<file path="config.mk">
export PLATFORM = sky130hd
export DESIGN_NAME = if_id_stage_flat
export DESIGN_NICKNAME = d
export VERILOG_FILES = /design/src/rtl/pipeline_pkg.sv /design/src/rtl/if_id_stage_if.sv /design/src/rtl/if_id_reg.sv /design/src/rtl/if_id_stage.sv /design/src/flat_wrapper.sv
export SDC_FILE = /design/constraint.sdc
export NUM_CORES = 1
export LEC_CHECK = 0
export BUFFER_PORTS_ARGS = -buffer_cell sky130_fd_sc_hd__buf_2
export CORE_AREA = 4 4 133 160
export DETAILED_ROUTE_END_ITERATION = 12
export DIE_AREA = 0 0 137 164
export PLACE_DENSITY = 0.69
export SYNTH_ARGS = -nofsm -noshare
export SYNTH_HDL_FRONTEND = slang
export SYNTH_HIERARCHICAL = 1
export SYNTH_SLANG_ARGS = --single-unit
</file>
<file path="constraint.sdc">
create_clock -name clk -period 6.3 [get_ports clk]
set_clock_uncertainty 0.2 [all_clocks]
set_input_delay 0.315 -clock clk [delete_from_list [all_inputs] [get_ports clk]]
set_output_delay 0.315 -clock clk [all_outputs]
set_load 0.02 [all_outputs]
</file>
<file path="src/rtl/pipeline_pkg.sv">
// Shared pipeline definitions: datapath width, the canonical NOP word, and
// the fetch FSM state encoding used by the IF/ID stage.
package pipeline_pkg;

    localparam int XLEN = 32;

    // addi x0, x0, 0 -- the word inserted for bubbles and squashed fetches
    localparam logic [XLEN-1:0] NOP = 32'h0000_0013;

    // Fetch FSM states:
    //   FETCH_REQ     - presenting a request at PC
    //   FETCH_WAIT    - request accepted, waiting for the response
    //   FETCH_HOLD    - response captured, waiting for the stall to clear
    //   FETCH_DISCARD - a squashed request is still in flight; drop its response
    typedef enum logic [1:0] {
        FETCH_REQ     = 2'd0,
        FETCH_WAIT    = 2'd1,
        FETCH_HOLD    = 2'd2,
        FETCH_DISCARD = 2'd3
    } fetchState_t;

    // Branch targets are word aligned by clearing the two low bits.
    function automatic logic [XLEN-1:0] alignPc(input logic [XLEN-1:0] addr);
        return {addr[XLEN-1:2], 2'b00};
    endfunction

endpackage

</file>
<file path="src/rtl/if_id_stage_if.sv">
// Instruction-memory port of the fetch stage.
//
// Request channel: a request transfers on a rising edge where
// imem_req_valid && imem_req_ready. While imem_req_valid is high and
// imem_req_ready is low the requester keeps imem_addr stable (a taken-branch
// flush is the only thing allowed to move it). Response channel: no ready;
// the memory asserts imem_rsp_valid for exactly one cycle with imem_rdata,
// and at most one request is ever outstanding.
interface if_id_stage_if;
    import pipeline_pkg::*;

    logic            imem_req_valid;
    logic            imem_req_ready;
    logic [XLEN-1:0] imem_addr;
    logic            imem_rsp_valid;
    logic [XLEN-1:0] imem_rdata;

    // Fetch stage side
    modport master (
        output imem_req_valid,
        output imem_addr,
        input  imem_req_ready,
        input  imem_rsp_valid,
        input  imem_rdata
    );

    // Instruction memory side
    modport slave (
        input  imem_req_valid,
        input  imem_addr,
        output imem_req_ready,
        output imem_rsp_valid,
        output imem_rdata
    );

endinterface

</file>
<file path="src/rtl/if_id_reg.sv">
// IF/ID pipeline register. Priority: reset, flush (squash to NOP), load of a
// fetched instruction, bubble when the stage may write but nothing arrived,
// otherwise hold. Flush and bubble keep the previous PC field.
module if_id_reg
    import pipeline_pkg::*;
#(
    parameter logic [XLEN-1:0] NOP_INSTR = NOP
) (
    input  logic            clk,
    input  logic            rst,
    input  logic            flush,
    input  logic            write,
    input  logic            load,
    input  logic [XLEN-1:0] loadPc,
    input  logic [XLEN-1:0] loadInstr,
    output logic [XLEN-1:0] pcOut,
    output logic [XLEN-1:0] instrOut,
    output logic            validOut
);

    // Register update with flush > load > bubble > hold priority
    always_ff @(posedge clk) begin
        if (rst) begin
            pcOut    <= '0;
            instrOut <= NOP_INSTR;
            validOut <= 1'b0;
        end else if (flush) begin
            instrOut <= NOP_INSTR;
            validOut <= 1'b0;
        end else if (load) begin
            pcOut    <= loadPc;
            instrOut <= loadInstr;
            validOut <= 1'b1;
        end else if (write) begin
            instrOut <= NOP_INSTR;
            validOut <= 1'b0;
        end
    end

endmodule

</file>
<file path="src/rtl/if_id_stage.sv">
// Instruction fetch stage: owns the PC, a single-outstanding fetch FSM talking
// to instruction memory, and a one-entry hold buffer that parks a returned
// instruction while the hazard unit stalls. Feeds the IF/ID register.
module if_id_stage
    import pipeline_pkg::*;
#(
    parameter logic [XLEN-1:0] RESET_PC  = 32'h0000_0000,
    parameter logic [XLEN-1:0] NOP_INSTR = NOP
) (
    input  logic            clk,
    input  logic            rst,
    input  logic            PCWrite,
    input  logic            IF_ID_Write,
    input  logic            IF_Flush,
    input  logic [XLEN-1:0] branch_target,
    if_id_stage_if.master   imem,
    output logic [XLEN-1:0] IF_ID_PC,
    output logic [XLEN-1:0] IF_ID_Instr,
    output logic            IF_ID_Valid,
    output fetchState_t     fetchState
);

    fetchState_t     state;
    fetchState_t     stateNext;
    logic [XLEN-1:0] pc;
    logic [XLEN-1:0] pcNext;
    logic [XLEN-1:0] holdPc;
    logic [XLEN-1:0] holdInstr;
    logic            reqValid;
    logic            handshake;
    logic            advance;
    logic            deliver;
    logic            capture;
    logic [XLEN-1:0] deliverPc;
    logic [XLEN-1:0] deliverInstr;

    // Requests only go out from FETCH_REQ, and never while reset is held so
    // nothing is issued that the reset would immediately abandon.
    assign reqValid            = (state == FETCH_REQ) && !rst;
    assign imem.imem_req_valid = reqValid;
    assign imem.imem_addr      = pc;
    assign handshake           = reqValid && imem.imem_req_ready;
    assign advance             = PCWrite && IF_ID_Write;
    assign fetchState          = state;

    // Next state, PC update and IF/ID load decision; flush overrides stalls
    always_comb begin
        stateNext    = state;
        pcNext       = pc;
        deliver      = 1'b0;
        capture      = 1'b0;
        deliverPc    = pc;
        deliverInstr = imem.imem_rdata;

        case (state)
            FETCH_REQ: begin
                // A request accepted in the flush cycle fetches the wrong path
                if (handshake) begin
                    stateNext = IF_Flush ? FETCH_DISCARD : FETCH_WAIT;
                end
            end
            FETCH_WAIT: begin
                if (imem.imem_rsp_valid) begin
                    if (IF_Flush) begin
                        stateNext = FETCH_REQ;
                    end else if (advance) begin
                        deliver   = 1'b1;
                        stateNext = FETCH_REQ;
                    end else begin
                        capture   = 1'b1;
                        stateNext = FETCH_HOLD;
                    end
                end else if (IF_Flush) begin
                    stateNext = FETCH_DISCARD;
                end
            end
            FETCH_HOLD: begin
                if (IF_Flush) begin
                    stateNext = FETCH_REQ;
                end else if (advance) begin
                    deliver      = 1'b1;
                    deliverPc    = holdPc;
                    deliverInstr = holdInstr;
                    stateNext    = FETCH_REQ;
                end
            end
            FETCH_DISCARD: begin
                if (imem.imem_rsp_valid) begin
                    stateNext = FETCH_REQ;
                end
            end
            default: begin
                stateNext = FETCH_REQ;
            end
        endcase

        if (IF_Flush) begin
            pcNext = alignPc(branch_target);
        end else if (deliver) begin
            pcNext = deliverPc + XLEN'(4);
        end
    end

    // FSM state and PC registers
    always_ff @(posedge clk) begin
        if (rst) begin
            state <= FETCH_REQ;
            pc    <= RESET_PC;
        end else begin
            state <= stateNext;
            pc    <= pcNext;
        end
    end

    // Hold buffer: parks a response that arrived while the pipeline stalled
    always_ff @(posedge clk) begin
        if (rst) begin
            holdPc    <= '0;
            holdInstr <= '0;
        end else if (capture) begin
            holdPc    <= pc;
            holdInstr <= imem.imem_rdata;
        end
    end

    if_id_reg #(
        .NOP_INSTR (NOP_INSTR)
    ) ifIdReg (
        .clk       (clk),
        .rst       (rst),
        .flush     (IF_Flush),
        .write     (IF_ID_Write),
        .load      (deliver),
        .loadPc    (deliverPc),
        .loadInstr (deliverInstr),
        .pcOut     (IF_ID_PC),
        .instrOut  (IF_ID_Instr),
        .validOut  (IF_ID_Valid)
    );

endmodule

</file>
<file path="src/flat_wrapper.sv">
// flat-port wrapper written by rule: the top's interface ports become plain ports
module if_id_stage_flat import pipeline_pkg::*;
#(
    parameter logic [XLEN-1:0] RESET_PC  = 32'h0000_0000,
    parameter logic [XLEN-1:0] NOP_INSTR = NOP
)
  (clk, rst, PCWrite, IF_ID_Write, IF_Flush, branch_target, IF_ID_PC, IF_ID_Instr, IF_ID_Valid, fetchState, imem_imem_req_valid, imem_imem_addr, imem_imem_req_ready, imem_imem_rsp_valid, imem_imem_rdata);
  if_id_stage_if imem_i ();
  input  logic clk;
  input  logic rst;
  input  logic PCWrite;
  input  logic IF_ID_Write;
  input  logic IF_Flush;
  input  logic [XLEN-1:0] branch_target;
  output logic [XLEN-1:0] IF_ID_PC;
  output logic [XLEN-1:0] IF_ID_Instr;
  output logic IF_ID_Valid;
  output fetchState_t fetchState;
  output wire logic [$bits(imem_i.imem_req_valid)-1:0] imem_imem_req_valid;
  output wire logic [$bits(imem_i.imem_addr)-1:0] imem_imem_addr;
  input wire logic [$bits(imem_i.imem_req_ready)-1:0] imem_imem_req_ready;
  input wire logic [$bits(imem_i.imem_rsp_valid)-1:0] imem_imem_rsp_valid;
  input wire logic [$bits(imem_i.imem_rdata)-1:0] imem_imem_rdata;
  assign imem_imem_req_valid = imem_i.imem_req_valid;
  assign imem_imem_addr = imem_i.imem_addr;
  assign imem_i.imem_req_ready = imem_imem_req_ready;
  assign imem_i.imem_rsp_valid = imem_imem_rsp_valid;
  assign imem_i.imem_rdata = imem_imem_rdata;
  if_id_stage #(.RESET_PC(RESET_PC), .NOP_INSTR(NOP_INSTR)) u_core (.clk(clk), .rst(rst), .PCWrite(PCWrite), .IF_ID_Write(IF_ID_Write), .IF_Flush(IF_Flush), .branch_target(branch_target), .imem(imem_i), .IF_ID_PC(IF_ID_PC), .IF_ID_Instr(IF_ID_Instr), .IF_ID_Valid(IF_ID_Valid), .fetchState(fetchState));
endmodule
</file>
==> results.md <==
* FF+latch area at 3260 sq um
* Fin area at 9840 sq um
* # rows at 56
* Die span in x at 137 microns
* Tot GR Track Use at 21.7%
* Via count of the routed design at 8066
* # Post-CTS Setup Buffers at 0
* Final setup fails at 0
* Compound-Gate Fraction of Synth Area at 15.9%
* CTS tree: built
* Die Height at 164 microns
* Placed Area at 8670 sq um
* FMAX at 239 MHz
* Number of flops mapped to enable cells by yosys at 0
* WP data arrival at 4.30 ns
* GR Overflow Total at 0
* Unique masters post-synth at 55
* Mapped Avg Cell Area at 7.15 sq um
* Crit path time final at 4.18 ns
* Yosys reg bits at 163
* Final worst setup slack at 2.12 ns
* Syn_nets at 1161
* Multi-input logic area at 4100 sq um
* Slew HR at 26.0%
* Post-synthesis sequential area ratio at 42.1%
* Final ANT Viol Nets at 0
* Pleak at 4.04 nW
* CP startpoint: u_core/fetchState[0]
* Syn-to-layout area delta at 26.9%
* Setup TNS at 0 ns
* Worst-path clk slew at 0.06 ns
* Status: finished clean
* Post-Synth Adder-Cell Area at 0.968%
* CP max FO at 38
* Pin count of the biggest net entering global routing at 74
* Most common flop cell mapped by yosys: dfxtp_1
* Most common cell after layout, fill and taps aside: nand2_1
* Met2 usage at 38.0%
* Skew-Pair Late Insertion Delay at 0.43 ns
* # diodes at 0
* Vias/cell at 5.26
* Min-Delay Path Class: in2reg
* Die area at 22500 sq um
* Most frequent cells in the layout: nand2_1 (382), buf_2 (167), dfxtp_1 (163)
* Syn Std Cell Area at 7750 sq um
* Synth Area in Simple Gates at 31.1%
* HP Start: branch_target[30]
* Initial core utilization at 39.5%
* FFs w/ async S/R, synth at 0%
* CTS resizes at 0
* Core Footprint at 19600 sq um
* WL/cell at 15.9 microns
* GR met3 Demand/Resource at 5.06%
* Final wirelength at 24400 microns
* Root buffer cell: clkbuf_16
* Synth Warn # at 6
* Max-cap violations at 0
* Mapped Cells at 1084
* Number of clock sinks at 163
* Port bufs at 168
* WP data required at 6.41 ns
* Layer with the highest usage: met2
* Crit Path Class: reg2reg
* Unrepaired setup endpoints after global routing: no
* Routability cong. at 0.848
* Initial antenna violation count at 2
* Vias in the first global route at 7776
* First-pass iteration count of the detailed router at 5
* Dpl hpwl at 15500 microns
* RR Startpoint: u_core/fetchState[0]
* # IOs at 171
* CP endpoint kind: flip-flop
* Htree depth at 4
* Peak supply drop at 0.000168 V
* Final nets at 1337
* Layout cells sized above 1 at 17.8%
* Drc violations at 0
* Fraction of synthesized cell area in xor and xnor cells at 2.71%
* Clk buf depth at 2
* Mux contribution to synthesized area at 2.02%
* Part of the cycle the worst path needs at 66.4%
* Place WS at 1.83 ns
* Final Hold Viols at 0
* Pwr per Cell Area at 263 nW/um^2
* Largest family of logic cells by synthesized area: simple AND/OR/NAND/NOR gates
* Iter 0 DRT Violations at 499
* Worst slew pin tran at 1.11 ns
* First-pass GRT wire length at 39100 microns
* Met1 usage at 26.1%
* Final Max Slew Viols at 0
* Total CTS buffers at 17
* Crit start category: flip-flop
* Fill cells at 1966
-- worst max-delay path, stage by stage (launching register included) --
cell and delay [ns]:
dfxtp_1 0.34, inv_1 0.13, ha_1 0.23, and4b_2 0.80, nand2_1 0.11, nand2_1 0.13
ha_1 0.33, nand3_1 0.11, or4_1 0.49, a221o_1 0.48, and3b_1 0.26, o22ai_1 0.09
a2111oi_2 0.37
-- state kept, by name, summed over array words and instances (netlist names) --
name and count:
u_core/holdPc 32, u_core/holdInstr 32, u_core/ifIdReg/validOut 1, u_core/ifIdReg/instrOut 32
u_core/fetchState 2, u_core/ifIdReg/pcOut 32, u_core/imem.imem_addr 32
-- through the flow --
| stage | hold WS (ns) | util, % | power, W | std cells |
|---|---|---|---|---|
| after detailed placement | 0.246 | 44.2 | 0.00150 | 1446 |
| after floorplan | 0.235 | - | 0.00138 | 1084 |
| after CTS | 0.0133 | 50.2 | 0.00261 | 1534 |
| after global placement | 0.241 | 44.2 | 0.00150 | 1446 |
| final | 0.0453 | 50.2 | 0.00259 | 1534 |
| after global routing | 0.0539 | 50.2 | 0.00270 | 1534 |
-- cells in the mapped netlist, drive strengths merged (5+ instances only) --
| cell | number | area [sq um] |
|---|---|---|
| nand2 | 382 | 1430 |
| dfxtp | 163 | 3260 |
| a21oi | 160 | 801 |
| nor2 | 58 | 218 |
| clkbuf | 49 | 184 |
| buf | 29 | 165 |
| nor3b | 29 | 218 |
| o21ai | 23 | 115 |
| o22ai | 17 | 106 |
| and3 | 16 | 100 |
| nand3 | 16 | 80.1 |
| nor3 | 16 | 80.1 |
| inv | 14 | 52.6 |
| nand4 | 14 | 87.6 |
| xnor2 | 14 | 123 |
| mux2i | 10 | 100 |
| xor2 | 10 | 87.6 |
| ha | 6 | 75.1 |
| mux2 | 5 | 56.3 |
| nor2b | 5 | 31.3 |
-- kinds of logic after synthesis --
| family | count (synthesis) |
|---|---|
| and+or+nand+nor | 558 |
| AOI/OAI and AO/OA | 225 |
| DFF | 163 |
| buffers and inverters | 93 |
| xor gates and xnor gates | 24 |
| muxes | 15 |
| adders and majority gates | 6 |
-- final timing paths --
path | end | cells after the start | slack, ns
max | u_core/imem.imem_addr[26] | 12 | 2.12
min | u_core/imem.imem_addr[30] | 3 | 0.05
max reg2reg | u_core/imem.imem_addr[26] | 12 | 2.12
min reg2reg | u_core/ifIdReg/pcOut[2] | 2 | 0.25
-- final cells by class --
class | count | area share (%)
Tap cell | 261 | 3.32
Clock buffer | 19 | 4.50
Multi-Input combinational cell | 828 | 41.7
Sequential cell | 163 | 33.2
Timing Repair Buffer | 235 | 15.1
Clock inverter | 13 | 1.65
Inverter | 15 | 0.572
-- power breakdown --
| part | internal [W] | leakage, nW | switching, W |
|---|---|---|---|
| sequential | 0.00107 | 1.32 | 0.0000390 |
| clock | 0.000610 | 0.295 | 0.000467 |
| combinational | 0.000145 | 2.43 | 0.000260 |
| total | 0.00182 | 4.04 | 0.000765 |
-- routing by layer --
metal / part of all wire, % / vias to the layer above
li1: - / 3980
met1: 42 / 3751
met2: 49 / 296
met3: 7.2 / 35
met4: 1.4 / 4
met5: 0.086 / -
-- timing repair --
item	CTS	global route
endpoints found under the hold margin	56	0
hold buffers	56	0
endpoints found under the setup margin	0	0
No activity file was read; power rests on OpenSTA's default activity.
